[src/rtl/id_stage_pipe.sv]
// RV32/RV64 decode stage: decodes integer ALU, LUI/AUIPC and load/store, resolves
// operands through prioritised forwarding, and registers one bundle for EX under valid/ready.
module id_stage_pipe #(
  parameter int XLEN    = 64,
  parameter int NUM_FWD = 2
) (
  input  logic                    clk,
  input  logic                    rst,
  input  logic                    in_valid,
  output logic                    in_ready,
  input  logic [31:0]             inst,
  input  logic [XLEN-1:0]         pc,
  input  logic                    flush,
  output logic [4:0]              reg1_addr,
  output logic [4:0]              reg2_addr,
  input  logic [XLEN-1:0]         reg1_data,
  input  logic [XLEN-1:0]         reg2_data,
  input  logic [NUM_FWD-1:0]      fwd_we,
  input  logic [5*NUM_FWD-1:0]    fwd_addr,
  input  logic [XLEN*NUM_FWD-1:0] fwd_data,
  input  logic                    ex_load,
  input  logic [4:0]              ex_load_rd,
  output logic                    out_valid,
  input  logic                    out_ready,
  output logic [3:0]              out_alusel,
  output logic [2:0]              out_opclass,
  output logic                    out_word,
  output logic [XLEN-1:0]         out_op1,
  output logic [XLEN-1:0]         out_op2,
  output logic [XLEN-1:0]         out_sdata,
  output logic [4:0]              out_rd,
  output logic                    out_we,
  output logic                    out_mem_valid,
  output logic                    out_mem_rw,
  output logic                    stall
);

  localparam logic [6:0] OPC_OP       = 7'b0110011;
  localparam logic [6:0] OPC_OPIMM    = 7'b0010011;
  localparam logic [6:0] OPC_OP32     = 7'b0111011;
  localparam logic [6:0] OPC_OPIMM32  = 7'b0011011;
  localparam logic [6:0] OPC_LUI      = 7'b0110111;
  localparam logic [6:0] OPC_AUIPC    = 7'b0010111;
  localparam logic [6:0] OPC_LOAD     = 7'b0000011;
  localparam logic [6:0] OPC_STORE    = 7'b0100011;

  localparam logic [2:0] CLS_ALU     = 3'd0;
  localparam logic [2:0] CLS_LOAD    = 3'd1;
  localparam logic [2:0] CLS_STORE   = 3'd2;
  localparam logic [2:0] CLS_LUI     = 3'd3;
  localparam logic [2:0] CLS_AUIPC   = 3'd4;
  localparam logic [2:0] CLS_ILLEGAL = 3'd7;

  typedef struct packed {
    logic            valid;
    logic [3:0]      alusel;
    logic [2:0]      opclass;
    logic            word;
    logic [XLEN-1:0] op1;
    logic [XLEN-1:0] op2;
    logic [XLEN-1:0] sdata;
    logic [4:0]      rd;
    logic            we;
    logic            mem_valid;
    logic            mem_rw;
  } bundle_t;

  bundle_t bundle_q, bundle_d, dec;

  logic [6:0]         opcode;
  logic [2:0]         funct3;
  logic [4:0]         rs1, rs2, rd;
  logic [XLEN-1:0]    rs1_val, rs2_val;
  logic [NUM_FWD-1:0] hit1, hit2;
  logic [63:0]        imm_i64, imm_s64, imm_u64;
  logic [XLEN-1:0]    imm_i, imm_s, imm_u;
  logic               use1, use2, illegal, hazard, advance;

  assign opcode    = inst[6:0];
  assign funct3    = inst[14:12];
  assign rs1       = inst[19:15];
  assign rs2       = inst[24:20];
  assign rd        = inst[11:7];
  assign reg1_addr = rs1;
  assign reg2_addr = rs2;

  // Build immediates at 64 bits and truncate, so XLEN=32 needs no zero-width replication.
  assign imm_i64 = {{52{inst[31]}}, inst[31:20]};
  assign imm_s64 = {{52{inst[31]}}, inst[31:25], inst[11:7]};
  assign imm_u64 = {{32{inst[31]}}, inst[31:12], 12'b0};
  assign imm_i   = imm_i64[XLEN-1:0];
  assign imm_s   = imm_s64[XLEN-1:0];
  assign imm_u   = imm_u64[XLEN-1:0];

  generate
    for (genvar gi = 0; gi < NUM_FWD; gi++) begin : g_fwd
      assign hit1[gi] = fwd_we[gi] && (fwd_addr[5*gi +: 5] == rs1);
      assign hit2[gi] = fwd_we[gi] && (fwd_addr[5*gi +: 5] == rs2);
    end
  endgenerate

  // Walk from oldest to youngest so the lowest matching index is the last writer.
  always_comb begin
    rs1_val = reg1_data;
    rs2_val = reg2_data;
    for (int i = NUM_FWD - 1; i >= 0; i--) begin
      if (hit1[i]) rs1_val = fwd_data[XLEN*i +: XLEN];
      if (hit2[i]) rs2_val = fwd_data[XLEN*i +: XLEN];
    end
    if (rs1 == 5'd0) rs1_val = '0;
    if (rs2 == 5'd0) rs2_val = '0;
  end

  always_comb begin
    dec        = '0;
    dec.valid  = 1'b1;
    dec.rd     = rd;
    dec.op1    = rs1_val;
    dec.alusel = {1'b0, funct3};
    use1       = 1'b1;
    use2       = 1'b0;
    illegal    = 1'b0;
    case (opcode)
      OPC_OP, OPC_OP32: begin
        dec.opclass = CLS_ALU;
        dec.op2     = rs2_val;
        dec.alusel  = {inst[30], funct3};
        dec.word    = (opcode == OPC_OP32);
        use2        = 1'b1;
      end
      OPC_OPIMM, OPC_OPIMM32: begin
        dec.opclass = CLS_ALU;
        dec.op2     = imm_i;
        dec.alusel  = {(funct3 == 3'b101) & inst[30], funct3};
        dec.word    = (opcode == OPC_OPIMM32);
      end
      OPC_LOAD: begin
        dec.opclass   = CLS_LOAD;
        dec.op2       = imm_i;
        dec.mem_valid = 1'b1;
      end
      OPC_STORE: begin
        dec.opclass   = CLS_STORE;
        dec.op2       = imm_s;
        dec.sdata     = rs2_val;
        dec.rd        = 5'd0;
        dec.mem_valid = 1'b1;
        dec.mem_rw    = 1'b1;
        use2          = 1'b1;
      end
      OPC_LUI: begin
        dec.opclass = CLS_LUI;
        dec.op1     = '0;
        dec.op2     = imm_u;
        dec.alusel  = 4'd0;
        use1        = 1'b0;
      end
      OPC_AUIPC: begin
        dec.opclass = CLS_AUIPC;
        dec.op1     = pc;
        dec.op2     = imm_u;
        dec.alusel  = 4'd0;
        use1        = 1'b0;
      end
      default: illegal = 1'b1;
    endcase
    if ((XLEN == 32) && ((opcode == OPC_OP32) || (opcode == OPC_OPIMM32))) illegal = 1'b1;
    if (illegal) begin
      dec         = '0;
      dec.valid   = 1'b1;
      dec.opclass = CLS_ILLEGAL;
      use2        = 1'b0;
    end
    dec.we = (dec.rd != 5'd0) && (dec.opclass != CLS_STORE) && (dec.opclass != CLS_ILLEGAL);
  end

  assign advance  = out_ready | ~bundle_q.valid;
  assign hazard   = in_valid & ex_load & (ex_load_rd != 5'd0) &
                    ((use1 & (rs1 == ex_load_rd)) | (use2 & (rs2 == ex_load_rd)));
  assign stall    = hazard;
  assign in_ready = advance & ~hazard & ~flush;

  always_comb begin
    bundle_d = bundle_q;
    if (flush) begin
      bundle_d.valid = 1'b0;
    end else if (advance) begin
      if (in_valid && !hazard) bundle_d = dec;
      else                     bundle_d.valid = 1'b0;
    end
  end

  always_ff @(posedge clk or posedge rst) begin
    if (rst) bundle_q <= '0;
    else     bundle_q <= bundle_d;
  end

  assign out_valid     = bundle_q.valid;
  assign out_alusel    = bundle_q.alusel;
  assign out_opclass   = bundle_q.opclass;
  assign out_word      = bundle_q.word;
  assign out_op1       = bundle_q.op1;
  assign out_op2       = bundle_q.op2;
  assign out_sdata     = bundle_q.sdata;
  assign out_rd        = bundle_q.rd;
  assign out_we        = bundle_q.we;
  assign out_mem_valid = bundle_q.mem_valid;
  assign out_mem_rw    = bundle_q.mem_rw;

endmodule

[config.mk]
export PLATFORM = sky130hd
export DESIGN_NAME = id_stage_pipe
export DESIGN_NICKNAME = d
export VERILOG_FILES = /design/src/rtl/id_stage_pipe.sv
export SDC_FILE = /design/constraint.sdc
export NUM_CORES = 1
export LEC_CHECK = 0
export CAP_MARGIN = 40
export CORE_AREA = 5 5 228 230
export DETAILED_ROUTE_END_ITERATION = 8
export DIE_AREA = 0 0 233 235
export PLACE_DENSITY = 0.63
export RECOVER_POWER = 50
export SLEW_MARGIN = 10
export SYNTH_ARGS = -nofsm -noshare
export SYNTH_HDL_FRONTEND = slang
export SYNTH_SLANG_ARGS = --single-unit
[constraint.sdc]
create_clock -name clk -period 7.5 [get_ports clk]
set_input_delay 2.25 -clock clk [delete_from_list [all_inputs] [get_ports clk]]
set_output_delay 2.25 -clock clk [all_outputs]
set_load 0.02 [all_outputs]
After elaboration in Yosys (flattened, before gate mapping):

Index checks and enable logic that the tools add are counted.

* eq/ne operators: 17
* multiplexer cells: 22
* bitwise operators: 13
* reduce and logical (&&, ||, !) cells: 21

Operator list (number)
* 208-bit 2-to-1 mux: 2
* 64-bit 2-to-1 mux: 6
* 64-bit case mux with 4 select lines: 1
* 209-bit 2-to-1 mux: 1
* 64-bit case mux with 2 select lines: 1
* 69-bit 2-to-1 mux: 1
* 5-bit equality test: 6
* 7-bit by 6-bit equality test with 1-bit output, second input constant: 4
* 7-bit by 5-bit equality test with 1-bit output, second input constant: 3
* 3-bit case mux with 4 select lines: 1
* 4-bit case mux with 3 select lines: 1
* 5-bit logical NOT: 2
* 5-bit nonzero test: 2
* 1-bit bitwise AND: 8
* 2-bit OR reduction: 4
* 8-bit OR reduction: 1
* 7-bit by 2-bit equality test with 1-bit output, second input constant: 1
* 1-bit logical AND: 7
* 1-bit 2-to-1 mux: 7
* 3-bit OR reduction: 2
* 3-bit equality test, second input constant: 1
* 3-bit by 2-bit != test with 1-bit output, second input constant: 1
* 3-bit != test, second input constant: 1
* 1-bit NOT: 3
* other kinds (5): 6

* bits in registers: 209
* input port bits: 375
* logic and storage cells: 84

Depth between registers and ports, before layout:

Gate-level depths: netlist (run 1).

* depth after elaboration: 13
* depth in mapped cells: 10
* gate-level depth less buffers: 6

Worst setup path after synthesis (run 1):

OpenSTA, ideal clock, no wires.

* kind: input to output
* start: in ex_load_rd[1]
* end: out in_ready
* arrival time: 3.822 ns
* data required time: 5.250 ns
* path slack: 1.428 ns
* cell stages on the path: 5
* cells stage by stage: or4_1 o211ai_1 a21oi_2 clkbuf_1 nor3_1

* longest elaborated chain between the ends: 7
* elaborated cells between the ends (all ways): 11
* those cells by class: 2 x eq/ne; 8 x bitwise; 1 x reduce/logical

Ends and longest elaborated chain
* from (decl): RTL line 22 `input logic [4:0] ex_load_rd,`
* 5-bit equality test: RTL line 179 `((use1 & (rs1 == ex_load_rd)) | (use2 & (rs2 == ex_load_rd)));`
* 1-bit bitwise AND: RTL line 179
* 1-bit OR: RTL line 179
* 1-bit bitwise AND *: RTL line 178 `assign hazard = in_valid & ex_load & (ex_load_rd != 5'd0) &`
* named net stall: RTL line 35 `output logic stall`
* 1-bit NOT *: RTL line 181 `assign in_ready = advance & ~hazard & ~flush;`
* 1-bit bitwise AND * (2 in a row): RTL line 181
* to (decl): RTL line 10 `output logic in_ready,`

Mark *: on every way through the listed nets, which the timed path passes. The rest lies on a longest branch.

Final worst setup path (run 1):

* start: in inst[3]
* end: out stall

* longest elaborated chain between the ends: 7
* elaborated cells between the ends (all ways): 18
* those cells by class: 8 x eq/ne; 3 x mux; 4 x bitwise; 3 x reduce/logical

Ends and longest elaborated chain
* from (decl): RTL line 11 `input logic [31:0] inst,`
* 7-bit by 6-bit equality test with 1-bit output: RTL line 123 `case (opcode)`
* 3-bit OR reduction (no source line)
* 1-bit 2-to-1 mux: RTL line 123
* 1-bit 2-to-1 mux: RTL line 168 `if (illegal) begin`
* 1-bit bitwise AND: RTL line 179
* 1-bit OR *: RTL line 179
* 1-bit bitwise AND *: RTL line 178
* to (decl): RTL line 35

Mark *: on every way between the ends. The rest lies on a longest branch, timed or not.

==> results by stage, run 1 <==
Clocking:
- In this run the post-CTS setup repair buffer count came out at 0.
- The post-cts resize count is 0.
- The hold buffer count at CTS is 0.
- The cell sitting at the root of the clock tree is a sky130_fd_sc_hd__clkbuf_16.
- TritonCTS created 27 clock buffers.
- The number of clock sinks is between 200 and 250.
- The latest clock arrival within the worst-skew pair is 0.55 ns.
- The H-tree depth is 1.
- The TritonCTS clock tree is yes.
- Counting along the longest clock path gives a buffer depth of 3.
- After clock tree synthesis, the clock-pin slew on the worst setup and hold paths is about 0.060 ns.

Yosys:
- The fraction of the yosys area taken by sequential cells is roughly 43%.
- The library cell with the highest instance count after synthesis is sky130_fd_sc_hd__dfrtp_1.
- By area the synthesized netlist is led by sky130_fd_sc_hd__dfrtp_1 43%, sky130_fd_sc_hd__o2bb2ai_1 8.5%, sky130_fd_sc_hd__mux2_2 6.7%.
- The warning count from the yosys run is 0.
- Counting every net in the synthesized netlist gives approximately 1,500.
- In this run the cell area of the synthesized design comes to ~12,000 sq um.
- The average size of a mapped cell is 10.50 sq um.
- The number of distinct library cell variants in the gate-level netlist after synthesis is 55.
- Counting flops with an async set or reset pin after synthesis yields a share of 100.0%.
- The cell count after synthesis is approximately 1,200.
- The largest area contributor in the netlist is sky130_fd_sc_hd__dfrtp_1.
- Synthesis inferred around 210 register bits.
- The count of flip-flops with a built-in enable after synthesis is 0.
- The area share of the largest cell type after synthesis is a little over two fifths.
- The commonest cells after synthesis are 209 x sky130_fd_sc_hd__dfrtp_1, 118 x sky130_fd_sc_hd__o2bb2ai_1, 84 x sky130_fd_sc_hd__o21ai_0.
- The prevailing post-synth register cell is sky130_fd_sc_hd__dfrtp_1.

Layout:
- For this run, the post-layout net count is ~2,000.
- The relative area change from synthesis to final layout is 60.60%.
- The multi-input combinational cells in the finished layout cover a total of ~6100 sq um.
- The sequential cell area is between 5000 and 6000 sq um.
- After filler insertion, the fill cell instance count of the layout stands at between 4,000 and 5,000.
- In the final layout, the share of cells above drive strength 1 is 10.91%.

STA:
- For this run, the top clock speed supported by timing is roughly 0.15 GHz.
- The part of the cycle the worst path needs is between 90% and 100%.
- The final number of setup-violating endpoints is 0.
- Between clock sinks in the finished design, the worst skew comes to around 0.015 ns.
- The final number of hold-violating endpoints is 0.
- Setup total negative slack on the finished layout was measured at 0 ns.
- Setup repair after global routing left no endpoint under its margin.
- The number of slew-limit violations in the final report is roughly 100.
- Headroom to the max-slew limit came out at -95.33%.
- For the pin with the worst max-slew slack, the measured transition is just under 3 ns.
- The shortest period the worst path allows is a little under 7 ns.

Route:
- The total number of vias is 13,375.
- The first routing iteration left 1,525 violations.
- The average wire per standard cell is ~28 microns.
- The number of detailed-route iterations in the first pass is 9.
- The number of remaining DRC errors is 5.
- Once detail routing completed, the nets flagged for antenna violations numbered 0.
- The ratio of routed vias to standard cells is between 5 and 6.
- The total length of routed wires is ~67,000 microns.

Place:
- At the end of routability-driven placement, the weighted congestion stood at 0.9511.
- The quantity of I/O buffers inserted on ports is a little under 600.
- Detailed placement finished with a half-perimeter wire length of a little under 50,000 microns.

Floorplan:
- In this run the vertical extent of the chip is 235 microns.
- The area of the core is 49,660 sq um.
- The die covers 54,760 sq um.
- 596 I/O pins were placed.
- Once the floorplan was initialized, standard cells occupied 24.34% of the core.
- The die extent in x is about 230 microns.
- The floorplan row count is slightly above 80.

Critical path:
- The setup path with the least slack is of type input pin to output port.
- STA classifies the critical path startpoint as an input pin.
- For the worst flop-to-flop path, the logic depth is 7.
- The slowest stage of the critical path is the sky130_fd_sc_hd__clkdlybuf4s50_1 cell.
- The data arrival time of the critical path is roughly 4.5 ns.
- Counting both buffers and inverters, the worst setup path holds a total of 2.
- In this design, the stage delay of the slowest critical-path cell is 0.64 ns.
- For the worst setup path, the data required time is approximately 5.3 ns.
- STA classifies the critical path endpoint as an output port.
- The family with the most delay on the worst path is buffers and inverters.
- The startpoint identified for the worst register-to-register timing path is out_valid$_DFFE_PP0P_.
- The critical path goes through clkdlybuf4s50_1, nor2b_1, nor3_1, nand4_1, a21oi_2, clkdlybuf4s50_1.
- The critical register-to-register path endpoint is out_op1[3]$_DFFE_PP0P_.
- The internal reg-to-reg setup slack is approximately 4.9 ns.
- The maximum fanout encountered on the critical timing path is 5.
- The cell seen most often among critical-path stages is sky130_fd_sc_hd__clkdlybuf4s50_1.

Power:
- The combinational power share is 20.2%.
- The fraction of power consumed by sequential logic is 37.9%.
- The largest vdd supply drop is 126.4 uV.
- The switching share of total power is 28.22%.
- The internal power consumption is 2.189 mW.
- The portion of total power attributed to the clock network is 41.9%.
- The reported net switching power is 0.8605 mW.
- The areal power density over the cells is roughly 160 nW/um^2.
- The total power of the final layout is roughly 3.0 mW.
- The analysis attributes to cell leakage a power of about 7.8 nW.

Outcome:
- The flow ran to the end, but the final reports show violations.
- The checks that failed: DRC, capacitance limit, slew limit.

Global routing:
- Global routing used 22.94% of the available tracks across all layers.
- The pin count of the biggest net entering global routing is 103.
- The via count of the first global-routing pass came to approximately 14,000.
- Global routing finished with a remaining overflow of 0.
- The initial antenna violation count was 7.
- The wire length of the first global-routing pass is between 90,000 and 100,000 microns.

Min path:
- In this run the worst hold path is classified as flip-flop to flip-flop.
- The number of cells traversed by the worst hold path is 1.
- The worst hold path begins at out_op1[41]$_DFFE_PP0P_.
- The endpoint of the worst hold-timing path is out_op1[41]$_DFFE_PP0P_.

Job:
- The number of max-cap violations is 1.
## metal layers
| metal | global-route usage (%) | wire length (microns) | vias up |
|---|---|---|---|
| li1 | - | - | 5659 |
| met1 | 30.53 | 27750 | 6733 |
| met2 | 36.76 | 31000 | 848 |
| met3 | 5.940 | 6174 | 131 |
| met4 | 6.839 | 2086 | 4 |
| met5 | 0 | 14 | - |
## through the flow
step | hold slack (ns) | util [%] | cell area (sq um) | std cells | setup slack (ns)
2_1_floorplan | 0.5971 | - | 12090 | 1151 | 1.428
3_3_place_gp | 0.4707 | 37.14 | 18450 | 2298 | 0.8538
4_1_cts | 0.4907 | 39.12 | 19420 | 2350 | 0.7695
6_report | 0.4787 | 39.10 | 19410 | 2355 | 0.7244
5_1_grt | 0.4925 | 39.10 | 19410 | 2355 | 0.4895
3_5_place_dp | 0.4724 | 37.43 | 18590 | 2305 | 0.7707
## cells by family (layout without fill, tap and decap cells)
logic type      count (synthesis)  after routing  synth area share (%)
simple gates                  176            176                 8.094
other cells                     0              5                     0
xor+xnor                       30             30                 2.329
buf+inv                       159            686                 6.727
compound gates                484            484                 31.13
mux                            93             93                 8.456
flops                         209            209                 43.26
## final cells by class
cell class	count	share of cell area (%)
Sequential cell	209	26.94
Tap cell	672	4.331
Inverter	7	0.1418
Antenna cell	5	0.06445
Timing Repair Buffer	634	32.83
Clock inverter	12	0.6251
Clock buffer	33	3.699
Multi-Input combinational cell	783	31.37
## worst max path at each step
| stage | start | endpoint | cells past startpoint |
|---|---|---|---|
| floorplan | ex_load_rd[1] | in_ready | 5 |
| global placement | ex_load_rd[1] | in_ready | 6 |
| detailed placement | inst[4] | in_ready | 7 |
| CTS | inst[4] | in_ready | 7 |
| global route | rst | out_op1[52]$_DFFE_PP0P_ | 4 |
| finish | inst[3] | stall | 6 |
## state kept, by name (all words and copies together), names as in the netlist
register,flops
out_alusel,4
out_mem_rw,1
out_mem_valid,1
out_op1,64
out_op2,64
out_opclass,3
out_rd,5
out_sdata,64
out_valid,1
out_we,1
out_word,1
## cell usage in the layout, fill, tap and decap left out, types with 46 or more instances in the layout
| cell | n |
|---|---|
| sky130_fd_sc_hd__a222oi_1 | 69 |
| sky130_fd_sc_hd__a21oi_1 | 46 |
| sky130_fd_sc_hd__o2bb2ai_1 | 118 |
| sky130_fd_sc_hd__o21ai_0 | 84 |
| sky130_fd_sc_hd__dfrtp_1 | 209 |
| sky130_fd_sc_hd__nand4_1 | 49 |
| sky130_fd_sc_hd__mux2_2 | 72 |
| sky130_fd_sc_hd__clkdlybuf4s50_1 | 437 |
| sky130_fd_sc_hd__a22o_1 | 57 |
| sky130_fd_sc_hd__nor3_1 | 50 |
| sky130_fd_sc_hd__dlygate4sd3_1 | 157 |
## worst register-to-register path: cells and delay by family (launching register included)
kind	cells	cell delay [ns]
buffers and inverters	2	0.53
AO/OA/AOI/OAI	1	0.31
flip-flops	1	0.40
AND/OR/NAND/NOR	4	1.31
## power groups by stage
stage	sequential [mW]	clock, mW	combinational [mW]
floorplan	1.20	0	0.219
global placement	1.18	0	0.610
detailed placement	1.18	0	0.615
CTS	1.16	1.31	0.618
global route	1.16	1.35	0.645
finish	1.16	1.28	0.616
(Power assumes the default switching activity.)
==> run 2: changes to the inputs <==
--- a/config.mk
+++ b/config.mk
@@ -9,7 +9,7 @@
 export CORE_AREA = 5 5 228 230
 export DETAILED_ROUTE_END_ITERATION = 8
 export DIE_AREA = 0 0 233 235
-export PLACE_DENSITY = 0.63
+export PLACE_DENSITY = 0.61
 export RECOVER_POWER = 50
 export SLEW_MARGIN = 10
 export SYNTH_ARGS = -nofsm -noshare
==> constraint.sdc (replaced) <==
create_clock -name clk -period 8.3 [get_ports clk]
set_input_delay 2.49 -clock clk [delete_from_list [all_inputs] [get_ports clk]]
set_output_delay 2.49 -clock clk [all_outputs]
set_load 0.02 [all_outputs]
==> run 2 against run 1 <==
The flow finishes with violations (capacitance limit, slew limit). Via count down 2.1%. First-iteration DRC count down 17%. Cell count decreased by 0.30%. Largest cell class unchanged. Largest power group unchanged. Highest routed layer unchanged.
==> results by stage, run 2 (synthesis gave the netlist of run 1 again) <==
Outcome:
- The run finished, with violations left.
- The checks that failed: capacitance limit, slew limit.

Global routing:
- The initial antenna violation count is 8.
- Global routing consumed, over all layers together, around 22% of the routing resources.
- The first global-routing pass estimated roughly 94,000 microns of wire.
- The pin count of the biggest net entering global routing is about 120.
- The aggregate global routing overflow is 0.
- The via count of the first global-routing pass was around 13,000.

Floorplan:
- The area of the core is around 50,000 sq um.
- From left edge to right edge, the die measures 233 microns.
- 596 I/O pins were placed.
- The full die area is about 55,000 sq um.
- The floorplan row count is about 80.
- For this configuration, the core starts out at a cell density of around a quarter.
- Measured along the y axis, the die boundary spans ~240 microns.

Clocking:
- TritonCTS built the clock tree.
- The tree is rooted in a sky130_fd_sc_hd__clkbuf_16.
- Clock-pin slew was measured on the worst setup and hold paths at around 0.06 ns.
- In this run, CTS created clock tree buffers numbering 26.
- The H-tree depth is 1.
- The hold buffer count at CTS is 0.
- The latest clock arrival within the worst-skew pair is 0.56 ns.
- The setup fix buffers added after clock tree synthesis is 0.
- Post-CTS repair changed the size of 0 cells.
- The buffer levels on the longest clock path is 3.
- The number of clock sinks is 209.

Power:
- In this run the static leakage power is approximately 7.6 nW.
- Across the VDD grid, the largest voltage drop is 132.9 uV.
- The areal power density over the cells is roughly 140 nW/um^2.

STA:
- The measured slew at the worst slew-check pin is 4.107 ns.
- The worst-case clock skew is 0.02840 ns.
- The number of slew-limit violations in the final report is 100.
- Setup violations remaining at the end of the flow were counted as 0.
- Setup repair after global routing left no endpoint under its margin.
- Of the available clock period, the critical path in the final layout requires about nine tenths.
- The worst path needs 7.306 ns of the cycle, external delays included.
- The worst max-slew margin expressed relative to the limit is -173.8%.
- For this run, the top clock speed supported by timing is between 0.1 and 0.15 GHz.
- The worst hold slack is 0.4819 ns.
- The final number of hold-violating endpoints is 0.
- The setup TNS is 0 ns.

Critical path:
- The endpoint of the worst setup timing path is stall.
- The cell seen most often among critical-path stages is sky130_fd_sc_hd__clkdlybuf4s50_1.
- The startpoint identified for the worst register-to-register timing path is out_valid$_DFFE_PP0P_.
- The path type of the worst setup path is input pin to output port.
- The critical path required time is about 5.8 ns.
- The critical register-to-register path endpoint is out_op2[12]$_DFFE_PP0P_.
- The data arrival time of the critical path is roughly 4.8 ns.
- STA classifies the critical path startpoint as an input pin.
- The launching element of the worst setup path is inst[23].
- The maximum fanout encountered on the critical timing path is 7.
- For the worst flop-to-flop path, the logic depth is 8.
- The worst setup path is captured at an output port.
- On the worst path, the slowest cell contributes a delay of just under 0.7 ns.
- Walking the worst path, the cells encountered are clkdlybuf4s50_1, xor2_1, nor4_1, nand4_1, a21oi_2, clkdlybuf4s50_1.
- The slowest stage of the critical path is the sky130_fd_sc_hd__clkdlybuf4s50_1 cell.
- The internal reg-to-reg setup slack is around 5.9 ns.

Place:
- The quantity of I/O buffers inserted on ports is 595.
- At the end of routability-driven placement, the weighted congestion stood at about 0.92.
- The sum of net half-perimeters after detailed placement is 47,480 microns.

Route:
- The average wire per standard cell is approximately 28 microns.
- Summing over every cut layer, the via total after detailed routing is 13,088.
- Dividing the detail-routed via count by the number of cells gives around 5.6.
- The number of detailed-route iterations in the first pass is 8.
- The remaining antenna violation count is 0.
- The initial detailed-routing violation count is roughly 1,300.
- The number of remaining DRC errors is 0.
- After detailed routing, the total wire length is roughly 65,000 microns.

Layout:
- At the end of the flow, the number of nets in the layout was 2,028.
- Compared with the post-synthesis result, the final layout area differs by 59.96%.
- In the layout the commonest cells are 483 x sky130_fd_sc_hd__clkdlybuf4s50_1, 209 x sky130_fd_sc_hd__dfrtp_1, 118 x sky130_fd_sc_hd__o2bb2ai_1.
- The post-route netlist has 10.31% of its cells at a drive strength greater than 1.
- The library cell used most frequently in the layout, excluding fill and tap cells, is sky130_fd_sc_hd__clkdlybuf4s50_1.

Min path:
- The class of the most critical hold timing path is flip-flop to flip-flop.

Job:
- Across the run, the number of max-cap violations was 1.
-- run 2: cell types whose count changed in the layout (fill, tap and decap cells not counted), moves of 3 or more --
| cell | change |
|---|---|
| sky130_fd_sc_hd__clkinv_2 | -3 |
| sky130_fd_sc_hd__dlygate4sd3_1 | -46 |
| sky130_fd_sc_hd__clkbuf_8 | +3 |
| sky130_fd_sc_hd__clkdlybuf4s50_1 | +46 |
| sky130_fd_sc_hd__clkinvlp_4 | -3 |
| sky130_fd_sc_hd__clkbuf_2 | -3 |
-- run 2: through the flow --
step / instances / power, mW / instance area [sq um] / utilization [%] / setup WS, ns
3_3_place_gp: 2293 / 1.609 / 18410 / 37.07 / 1.065
2_1_floorplan: 1151 / 1.281 / 12090 / - / 0.1008
6_report: 2348 / 2.752 / 19340 / 38.94 / 0.9939
4_1_cts: 2341 / 2.786 / 19330 / 38.92 / 1.004
5_1_grt: 2347 / 2.843 / 19330 / 38.94 / 0.8075
3_5_place_dp: 2297 / 1.613 / 18480 / 37.22 / 1.008
-- run 2: final cells by class --
class                           instances  area [sq um]
Antenna cell                            7         17.52
Clock buffer                           36         738.2
Clock inverter                          8         108.9
Fill cell                            4972         30320
Inverter                                7         26.28
Multi-Input combinational cell        783          6100
Sequential cell                       209          5230
Tap cell                              672         840.8
Timing Repair Buffer                  626          6276
-- run 2: worst max-delay path, delay by kind of cell --
| family | cells | cell delay, ns |
|---|---|---|
| buf+inv | 2 | 1.32 |
| compound gates | 1 | 0.34 |
| xor+xnor | 1 | 0.26 |
| simple gates | 2 | 0.41 |
-- run 2: power by group --
| group | switching (mW) | internal, mW |
|---|---|---|
| Clock | 0.476 | 0.680 |
| Sequential | 0.00920 | 1.04 |
| Combinational | 0.280 | 0.270 |
-- run 2: worst min-delay path by stage --
stage | from | end | slack (ns) | depth (start not counted)
floorplan | out_op2[40]$_DFFE_PP0P_ | out_op2[40]$_DFFE_PP0P_ | 0.60 | 1
global placement | out_op2[62]$_DFFE_PP0P_ | out_op2[62]$_DFFE_PP0P_ | 0.47 | 1
detailed placement | out_op1[62]$_DFFE_PP0P_ | out_op1[62]$_DFFE_PP0P_ | 0.47 | 1
CTS | out_op1[0]$_DFFE_PP0P_ | out_op1[0]$_DFFE_PP0P_ | 0.49 | 1
global route | out_op2[61]$_DFFE_PP0P_ | out_op2[61]$_DFFE_PP0P_ | 0.49 | 1
finish | out_op2[58]$_DFFE_PP0P_ | out_op2[58]$_DFFE_PP0P_ | 0.48 | 1
-- run 2: metal layers --
metal  wire (microns)  global-route usage, %  up-vias
li1                 -                      -     5655
met2            29970                  35.16      723
met4             2767                  8.718        2
met1            26990                  29.72     6553
met3             5557                  5.638      155
met5               13                      0        -
